`src/rtl/opn_write_sequencer_pkg.sv`:
```
// Shared types and constants for the OPN register-write sequencer.
// Holds the FSM state encoding, the PSG/FM register boundary and default timings.
package opn_write_sequencer_pkg;

  typedef enum logic [3:0] {
    S_IDLE,
    S_A_SETUP,
    S_A_STROBE,
    S_A_HOLD,
    S_A_WAIT,
    S_D_SETUP,
    S_D_STROBE,
    S_D_HOLD,
    S_D_WAIT
  } state_t;

  // Registers below this number belong to the SSG/PSG block and recover faster.
  localparam logic [7:0] PSG_FM_BOUNDARY = 8'h10;

  localparam int DEF_FIFO_DEPTH = 4;
  localparam int DEF_STROBE_LEN = 2;
  localparam int DEF_ADDR_WAIT  = 6;
  localparam int DEF_WAIT_PSG   = 6;
  localparam int DEF_WAIT_FM    = 24;

  function automatic int max2(input int a, input int b);
    return (a > b) ? a : b;
  endfunction

endpackage

```
`src/rtl/opn_write_sequencer_fifo.sv`:
```
// First-word-fall-through command FIFO holding {reg,data} pairs.
// ready is held low through reset and for the reset edge itself.
module opn_cmd_fifo #(
  parameter int DEPTH = 4,
  parameter int WIDTH = 16
) (
  input  logic                       clk,
  input  logic                       rst,
  input  logic                       push,
  input  logic                       pop,
  input  logic [WIDTH-1:0]           wdata,
  output logic [WIDTH-1:0]           rdata,
  output logic                       empty,
  output logic                       ready,
  output logic [$clog2(DEPTH):0]     level
);

  localparam int AW = $clog2(DEPTH);

  logic [WIDTH-1:0] mem [DEPTH];
  logic [AW-1:0]    wr_ptr;
  logic [AW-1:0]    rd_ptr;
  logic [AW:0]      count;
  logic             ready_en;
  logic             full;
  logic             push_ok;
  logic             pop_ok;

  assign full    = (count == (AW+1)'(DEPTH));
  assign empty   = (count == '0);
  assign ready   = ready_en && !full;
  assign push_ok = push && ready;
  assign pop_ok  = pop && !empty;
  assign rdata   = mem[rd_ptr];
  assign level   = count;

  always_ff @(posedge clk) begin
    if (!rst) begin
      wr_ptr   <= '0;
      rd_ptr   <= '0;
      count    <= '0;
      ready_en <= 1'b0;
    end else begin
      ready_en <= 1'b1;
      if (push_ok) wr_ptr <= wr_ptr + AW'(1);
      if (pop_ok)  rd_ptr <= rd_ptr + AW'(1);
      unique case ({push_ok, pop_ok})
        2'b10:   count <= count + (AW+1)'(1);
        2'b01:   count <= count - (AW+1)'(1);
        default: count <= count;
      endcase
    end
  end

  always_ff @(posedge clk) begin
    if (push_ok) mem[wr_ptr] <= wdata;
  end

endmodule

```
`src/rtl/opn_write_sequencer.sv`:
```
// Queues host register writes and replays them to an OPN-family sound chip as
// address/data bus cycles with cen-paced strobes and post-write recovery waits.
//
// state      | meaning
// IDLE       | nothing in flight, waits for a queued command
// A_SETUP    | cs_n low, A0=0, register number on the bus
// A_STROBE   | wr_n low for STROBE_LEN cen ticks (address)
// A_HOLD     | wr_n released, cs_n still low
// A_WAIT     | chip busy after address write
// D_SETUP    | cs_n low, A0=1, data value on the bus
// D_STROBE   | wr_n low for STROBE_LEN cen ticks (data)
// D_HOLD     | wr_n released, cs_n still low
// D_WAIT     | chip busy after data write (PSG or FM length)
module opn_write_sequencer
  import opn_write_sequencer_pkg::*;
#(
  parameter int FIFO_DEPTH = DEF_FIFO_DEPTH,
  parameter int STROBE_LEN = DEF_STROBE_LEN,
  parameter int ADDR_WAIT  = DEF_ADDR_WAIT,
  parameter int WAIT_PSG   = DEF_WAIT_PSG,
  parameter int WAIT_FM    = DEF_WAIT_FM
) (
  input  logic                          clk,
  input  logic                          rst,
  input  logic                          cen,
  input  logic                          cmd_valid,
  input  logic [7:0]                    cmd_reg,
  input  logic [7:0]                    cmd_data,
  output logic                          cmd_ready,
  output logic                          chip_cs_n,
  output logic                          chip_wr_n,
  output logic                          chip_addr,
  output logic [7:0]                    chip_din,
  output logic                          busy,
  output logic                          done,
  output logic [$clog2(FIFO_DEPTH):0]   level
);

  localparam int MAXLEN = max2(max2(ADDR_WAIT, WAIT_PSG), max2(WAIT_FM, STROBE_LEN));
  localparam int CW     = $clog2(MAXLEN + 1);

  // Counter holds remaining ticks minus one; zero is the terminal count.
  localparam logic [CW-1:0] STROBE_M1 = CW'(STROBE_LEN - 1);
  localparam logic [CW-1:0] ADDR_M1   = CW'(ADDR_WAIT - 1);
  localparam logic [CW-1:0] PSG_M1    = CW'(WAIT_PSG - 1);
  localparam logic [CW-1:0] FM_M1     = CW'(WAIT_FM - 1);

  state_t        state, state_nxt;
  logic [CW-1:0] cnt, cnt_nxt;
  logic [7:0]    reg_q, data_q, reg_n, data_n;
  logic [15:0]   head;
  logic          empty;
  logic          pop;
  logic          fin;
  logic          is_psg;
  logic          dwait_zero;
  logic [CW-1:0] dwait_m1;
  logic          is_a, is_d;
  logic          cs_nxt, wr_nxt, addr_nxt;
  logic [7:0]    din_nxt;

  opn_cmd_fifo #(
    .DEPTH (FIFO_DEPTH),
    .WIDTH (16)
  ) u_fifo (
    .clk   (clk),
    .rst   (rst),
    .push  (cmd_valid),
    .pop   (pop),
    .wdata ({cmd_reg, cmd_data}),
    .rdata (head),
    .empty (empty),
    .ready (cmd_ready),
    .level (level)
  );

  assign is_psg     = (reg_q < PSG_FM_BOUNDARY);
  assign dwait_zero = is_psg ? (WAIT_PSG == 0) : (WAIT_FM == 0);
  assign dwait_m1   = is_psg ? PSG_M1 : FM_M1;
  assign busy       = !empty || (state != S_IDLE);

  always_comb begin
    state_nxt = state;
    cnt_nxt   = cnt;
    pop       = 1'b0;
    fin       = 1'b0;
    if (state == S_IDLE) begin
      if (!empty) begin
        pop       = 1'b1;
        state_nxt = S_A_SETUP;
        cnt_nxt   = '0;
      end
    end else if (cen) begin
      if (cnt != '0) begin
        cnt_nxt = cnt - CW'(1);
      end else begin
        unique case (state)
          S_A_SETUP:  begin state_nxt = S_A_STROBE; cnt_nxt = STROBE_M1; end
          S_A_STROBE: begin state_nxt = S_A_HOLD;   cnt_nxt = '0;        end
          S_A_HOLD: begin
            if (ADDR_WAIT == 0) begin
              state_nxt = S_D_SETUP;
              cnt_nxt   = '0;
            end else begin
              state_nxt = S_A_WAIT;
              cnt_nxt   = ADDR_M1;
            end
          end
          S_A_WAIT:   begin state_nxt = S_D_SETUP;  cnt_nxt = '0;        end
          S_D_SETUP:  begin state_nxt = S_D_STROBE; cnt_nxt = STROBE_M1; end
          S_D_STROBE: begin state_nxt = S_D_HOLD;   cnt_nxt = '0;        end
          S_D_HOLD: begin
            if (dwait_zero) begin
              fin = 1'b1;
            end else begin
              state_nxt = S_D_WAIT;
              cnt_nxt   = dwait_m1;
            end
          end
          S_D_WAIT:   fin = 1'b1;
          default:    state_nxt = S_IDLE;
        endcase
        // Back-to-back: the next command is popped on the same edge the current one finishes.
        if (fin) begin
          if (!empty) begin
            pop       = 1'b1;
            state_nxt = S_A_SETUP;
            cnt_nxt   = '0;
          end else begin
            state_nxt = S_IDLE;
          end
        end
      end
    end
  end

  always_comb begin
    reg_n    = pop ? head[15:8] : reg_q;
    data_n   = pop ? head[7:0]  : data_q;
    is_a     = state_nxt inside {S_A_SETUP, S_A_STROBE, S_A_HOLD, S_A_WAIT};
    is_d     = state_nxt inside {S_D_SETUP, S_D_STROBE, S_D_HOLD, S_D_WAIT};
    cs_nxt   = !(state_nxt inside {S_A_SETUP, S_A_STROBE, S_A_HOLD,
                                   S_D_SETUP, S_D_STROBE, S_D_HOLD});
    wr_nxt   = !(state_nxt inside {S_A_STROBE, S_D_STROBE});
    addr_nxt = is_d;
    din_nxt  = is_a ? reg_n : (is_d ? data_n : chip_din);
  end

  always_ff @(posedge clk) begin
    if (!rst) begin
      state     <= S_IDLE;
      cnt       <= '0;
      reg_q     <= 8'h00;
      data_q    <= 8'h00;
      chip_cs_n <= 1'b1;
      chip_wr_n <= 1'b1;
      chip_addr <= 1'b0;
      chip_din  <= 8'h00;
      done      <= 1'b0;
    end else begin
      state     <= state_nxt;
      cnt       <= cnt_nxt;
      reg_q     <= reg_n;
      data_q    <= data_n;
      chip_cs_n <= cs_nxt;
      chip_wr_n <= wr_nxt;
      chip_addr <= addr_nxt;
      chip_din  <= din_nxt;
      done      <= fin;
    end
  end

endmodule

```
`config.mk`:
```
export PLATFORM = sky130hd
export DESIGN_NAME = opn_write_sequencer
export DESIGN_NICKNAME = d
export VERILOG_FILES = /design/src/rtl/opn_write_sequencer_pkg.sv /design/src/rtl/opn_write_sequencer_fifo.sv /design/src/rtl/opn_write_sequencer.sv
export SDC_FILE = /design/constraint.sdc
export NUM_CORES = 1
export LEC_CHECK = 0
export ABC_AREA = 1
export BUFFER_PORTS_ARGS = -buffer_cell sky130_fd_sc_hd__buf_2
export CAP_MARGIN = 10
export CELL_PAD_IN_SITES_DETAIL_PLACEMENT = 1
export CELL_PAD_IN_SITES_GLOBAL_PLACEMENT = 2
export CORE_ASPECT_RATIO = 0.8
export CORE_MARGIN = 2
export CORE_UTILIZATION = 38
export DETAILED_ROUTE_END_ITERATION = 6
export PLACE_DENSITY = 0.83
export SLEW_MARGIN = 5
export SYNTH_ARGS = -nofsm -noshare
export SYNTH_HDL_FRONTEND = slang
export SYNTH_SLANG_ARGS = --single-unit
```
`constraint.sdc`:
```
create_clock -name clk -period 3.2 [get_ports clk]
set_clock_uncertainty 0.05 [all_clocks]
set_input_delay 0.16 -clock clk [delete_from_list [all_inputs] [get_ports clk]]
set_output_delay 0.16 -clock clk [all_outputs]
set_load 0.01 [all_outputs]
```
# == Yosys cells after proc, flatten, opt, wreduce, memory -nomap -nowiden ==
# Memories as Yosys holds them, arrays and structs flattened. A register that Yosys moved wholly into a read port is not among the register bits.
# Index checks and enable logic that the tools add are counted.
# totals
out_inout_bits,17
ramBits,64
memories,1
wordCells,99
in_bits,20
reg_bits,45
# op_classes
muxes,34
n_eq_ne,20
n_bitwise,2
reduce_logical,23
order_cmp,1
add_sub_neg,5
# mem_list
name,depth,word_bits,rd,rd_ports_with_merged_regs,wr,line_no,rtl
u_fifo.mem,4,16,1,1,1,opn_write_sequencer_fifo.sv:20,logic [WIDTH-1:0] mem [DEPTH];
# ops
op,n
2-to-1 mux 5 bit,7
"equality test 4 x 3 -> 1 bit, second input constant",8
2-to-1 mux 8 bit,4
case mux 4 bit (8 select lines),1
2-to-1 mux 4 bit,5
case mux 5 bit (4 select lines),1
"equality test 4 x 2 -> 1 bit, second input constant",4
2-to-1 mux 1 bit,13
nonzero test 4 bit,3
"equality test 4 x 1 -> 1 bit, second input constant",2
"equality test 4 bit, second input constant",2
"less-than comparator 8 x 5 -> 1 bit, second input constant",1
nonzero test 2 bit,4
case mux 3 bit (2 select lines),1
nonzero test 6 bit,1
nonzero test 5 bit,1
"subtractor 5 x 1 -> 5 bit, second input constant",1
"adder 2 x 1 -> 2 bit, second input constant",2
logical NOT 1 bit,4
logical NOT 4 bit,1
2-to-1 mux 2 bit,2
OR reduction 4 bit,1
"adder 3 x 1 -> 3 bit, second input constant",1
"equality test 3 bit, second input constant",1
11 further kinds,14

# == Depth between registers and ports, before layout ==
# depth
ltp_word,13
mapped_depth,14
mapped_depth_nobuf,14

# == Hierarchy ==
# From an unflattened synthesis, not the netlist that was laid out.
# hier_totals
cells_unflattened,529
hier_area_um2,5012.3
# by_module_without_submodules
module,area_per_inst_um2,n_inst,cells_per_inst,seq_area_each_um2
opn_cmd_fifo,2902.8,1,228,2122.0
opn_write_sequencer,2109.5,1,301,740.7

# == Worst setup path before layout ==
# No wires, ideal clock.
# synth_timing
path_type,reg2reg
from,reg cnt[0]
to,"reg u_fifo.count[2], in the netlist u_fifo.level[2]"
stages_incl_launch_ff,15
setup_slack_ns,0.774
period_less_slack_ns,2.426
path_buffers,1
arrival_time_ns,2.254
required_time_ns,3.028
setup_ns,0.122
cell_sequence,dfxtp_1 -> inv_1 -> ha_1 -> inv_1 -> nor2_2 -> nand3_4 -> o21ai_4 -> buf_6 -> ha_1 -> inv_1 -> fa_1 -> a21oi_1 -> o21ai_0 -> o21ai_0 -> a21oi_1
# synth_via
elab_chain_len,7
elab_cells_between_ends,9
cone_classes,2 x eq/ne; 4 x mux; 3 x reduce/logical
# synth_rtl
item,line_no,rtl
from (decl),opn_write_sequencer.sv:49,"logic [CW-1:0] cnt, cnt_nxt;"
from (signal assigned),opn_write_sequencer.sv:162,cnt <= cnt_nxt;
nonzero test 5 bit (*),opn_write_sequencer.sv:94,if (cnt != '0) begin
2-to-1 mux 1 bit (*),opn_write_sequencer.sv:94,
2-to-1 mux 1 bit (*),opn_write_sequencer.sv:93,end else if (cen) begin
2-to-1 mux 1 bit (*),opn_write_sequencer.sv:87,if (state == S_IDLE) begin
logical AND 1 bit (*),opn_write_sequencer_fifo.sv:33,assign pop_ok = pop && !empty;
via u_fifo.pop_ok,opn_write_sequencer_fifo.sv:27,logic pop_ok;
equality test 2 x 1 -> 1 bit or equality test 2 bit (tied branches),opn_write_sequencer_fifo.sv:47,"unique case ({push_ok, pop_ok})"
case mux 3 bit (2 select lines) or nonzero test 2 bit (tied branches),n/a,
to (signal assigned),opn_write_sequencer_fifo.sv:48,2'b10: count <= count + (AW+1)'(1);
to (signal assigned),opn_write_sequencer_fifo.sv:49,2'b01: count <= count - (AW+1)'(1);
to (signal assigned),opn_write_sequencer_fifo.sv:50,default: count <= count;
to (decl),opn_write_sequencer_fifo.sv:23,logic [AW:0] count;
# The timed path passes the listed nets; every way through them passes the cells marked *.
# A chain may end at the register's enable or synchronous reset.

# == Final worst setup path ==
# layout_timing
from,reg cnt[1]
to,"reg u_fifo.count[2], in the netlist u_fifo.level[2]"
# layout_via
elab_chain_len,7
elab_cells_between_ends,9
cone_classes,2 x eq/ne; 4 x mux; 3 x reduce/logical
# layout_rtl
item,line_no
nonzero test 5 bit (*),opn_write_sequencer.sv:94
2-to-1 mux 1 bit (*),opn_write_sequencer.sv:94
2-to-1 mux 1 bit (*),opn_write_sequencer.sv:93
2-to-1 mux 1 bit (*),opn_write_sequencer.sv:87
logical AND 1 bit (*),opn_write_sequencer_fifo.sv:33
equality test 2 x 1 -> 1 bit or equality test 2 bit (tied branches),opn_write_sequencer_fifo.sv:47
case mux 3 bit (2 select lines) or nonzero test 2 bit (tied branches),n/a
# Mark *: on every way between the ends. The rest lies on a longest branch, timed or not.

==> reports/metrics.yaml <==
ys_seq_area_share_pct: 59.7
drt-total-wl_microns: 11100
fin_cells: 715
status: "complete, no violations"
drtIter0Drc: 149
dpl.hpwl_microns: 7570
worstReg2RegStart: "cnt[1]"
power.density_nw_per_um2: 957
finalNetCount: 567
p_sw_uw: 2340
first_pass_iters: 4
grt_usage_pct: 17.2
cp.buffers_inverters: 3
pre_cts_ws_ps: 843
critPathTopFamily: "adder cells"
fin_crit_ps: 2380
holdCritPathClass: "in2reg"
setup_viol: 0
peakVddDrop_mv: 0.454
cts_resized: 0
route.detailed.wl_per_inst_microns: 15.5
area_growth_pct: 16.8
root_buffer: "clkbuf_16"
core_area_sq_um: 12300
crit_top_cell: "inv_1"
dp.cells: 683
cts_tree: "yes"
cts_buffers: 9
p_int_uw: 3020
worst_pin_slew_ps: 676
syn-mean-instance-area_sq_um: 9.92
worst_hold_path.endpoint: "u_fifo.ready_en"
use_met2_pct: 27.5
cap_violations: 0
synth_edf_count: 64
synth_top_area_share_pct: 40.1
drive_gt1_share_pct: 16.7
leakagePower_uw: 0.00213
grt_max_degree: 37
port_buffers: 36
startpoint_type: "flip-flop"
grt_setup_unrepaired: "no"
vias: 3486
yosysWarnings: 0
via_per_inst: 4.88
grt_first_pass_wirelength_microns: 18000
diodes: 0
worstPathArrival_ps: 2560
synth_top_area_cell: "edfxtp_1"
cpPeakStageDelay_ps: 380
clkSlewWorstSetupHoldPaths_ps: 70
cts.sinks: 111
slew_headroom_pct: 54.9
drtAntennaViolNets: 0
syn_nets: 511
path_max_fanout: 10
start_util_pct: 39.1
ios: 37
grt.overflow.total: 0
cp_data_required_time_ps: 3380
clockBufferDepth: 2
pwr-share-comb_pct: 46.5
p_clk_share_pct: 18.9
ys_ff_latch: 111
antenna_found_initial: 0
insertion_delay_ps: 340
finalCritPeriodShare_pct: 74.4
tns_ps: 0
crit_slowest_cell: "fa_1"
dieArea_sq_um: 13500
hold_viol_final: 0
whs_path_depth: 1
rr_worst_depth: 13
max_clock_freq_mhz: 420
num_rows: 36
hp-start: "rst"
fin_ws_ps: 820
critPathKind: "reg2reg"
syn_area_sq_um: 4790
yosys_most_used_dff: "edfxtp_1"
gp_congestion: 0.896
crit_chain: "inv_1 -> ha_1 -> inv_1 -> nor2_2 -> nand3_4 -> o21ai_4 -> ha_1 -> inv_1 -> fa_1 -> a21oi_1 -> o21ai_0 -> o21ai_0 -> a21oi_1"
synth_cells: 483
ff2ff_setup_slack_ps: 820
p_total_uw: 5360
htreeDepth: 3
grt_pass1_vias: 3568
route.detailed.drc: 0
holdWs_ps: 31.3
gr-usage-met3_pct: 3.76
die_height_microns: 104
grt_use_met1_pct: 23.3
layout_common_cells: "nor2_1, edfxtp_1, inv_1, nand2_1, o21ai_0"
die_w_microns: 130
switching_share_pct: 43.6
synth_area_leaders: "edfxtp_1, dfxtp_1, nor2_1"
cp-end-kind: "flip-flop"
worstReg2RegEnd: "u_fifo.level[2]"
grt_busiest_layer: "met2"
power_frac_seq_pct: 34.6
finalMaxSlewViolations: 0
final_common_cell: "nor2_1"
async_flop_share_pct: 0
synth_cell_types: 37
worst reg2reg max path, stage by stage (launching register included):
cell and delay [ps]:
dfxtp_1 330, inv_1 100, ha_1 150, inv_1 40, nor2_2 140, nand3_4 180, o21ai_4 200, ha_1 150
inv_1 70, fa_1 380, a21oi_1 140, o21ai_0 110, o21ai_0 180, a21oi_1 60
through the flow:
stage | cell area (sq um) | util (%)
after detailed placement | 5170 | 42.2
after CTS | 5600 | 45.7
after floorplan | 4790 | -
after global placement | 5170 | 42.2
after global routing | 5600 | 45.7
final | 5600 | 45.7
sequential cells by signal, summed over array words and instances, names as in the netlist, named ones only:
signal and count:
u_fifo.mem 64, chip_din 8, data_q 8, reg_q 8
cnt 5, state 4, u_fifo.level 3, u_fifo.rd_ptr 2
u_fifo.wr_ptr 2, chip_addr 1, chip_cs_n 1, chip_wr_n 1
done 1, u_fifo.ready_en 1
how the worst max path moves through the flow:
stage / from / end / depth (start not counted)
after floorplan: cnt[0] / u_fifo.level[2] / 14
after global placement: cnt[0] / u_fifo.level[2] / 13
after detailed placement: cnt[1] / u_fifo.level[2] / 13
after CTS: cnt[1] / u_fifo.level[2] / 13
after global routing: cnt[1] / u_fifo.level[2] / 13
final: cnt[1] / u_fifo.level[2] / 13
synthesized netlist by cell type (all sizes together) (5+ instances only):
cell,n
nor2,78
edfxtp,64
o21ai,60
inv,63
ha,7
nand3,34
dfxtp,47
a21oi,21
o211ai,5
o22ai,12
clkbuf,13
nand2,60
power by group through the flow:
stage	sequential, uW	combinational [uW]	clock (uW)
after floorplan	1870	1870	0
after global placement	1880	2430	0
after detailed placement	1880	2500	0
after CTS	1860	2530	1040
after global routing	1870	2830	1090
final	1850	2490	1010
metal layers:
layer / up-vias / wire, microns
li1: 1747 / -
met1: 1682 / 5330
met4: 0 / 106
met5: - / 0
met2: 51 / 5330
met3: 6 / 315
layout make-up:
type | count | area [sq um]
clock buffers | 9 | 225
clock inverters | 7 | 40.0
fillers | 1419 | 6660
inverters | 63 | 239
multi-input cells | 293 | 1610
flip-flops and latches | 111 | 2860
well taps | 171 | 214
repair buffers | 61 | 408
repair_timing:
item	in CTS	in global routing
hold buffers	16	0
endpoints found under the hold margin	64	0
setup buffers	0	0
endpoints found under the setup margin	0	0
cell families after synthesis:
| family | count (synthesis) | share of synthesized area [%] |
|---|---|---|
| simple gates | 177 | 17.7 |
| flops | 111 | 59.7 |
| compound gates | 105 | 13.1 |
| buf+inv | 79 | 6.71 |
| xor+xnor | 3 | 0.548 |
| fa+ha+maj | 8 | 2.25 |
(Power assumes the default switching activity.)
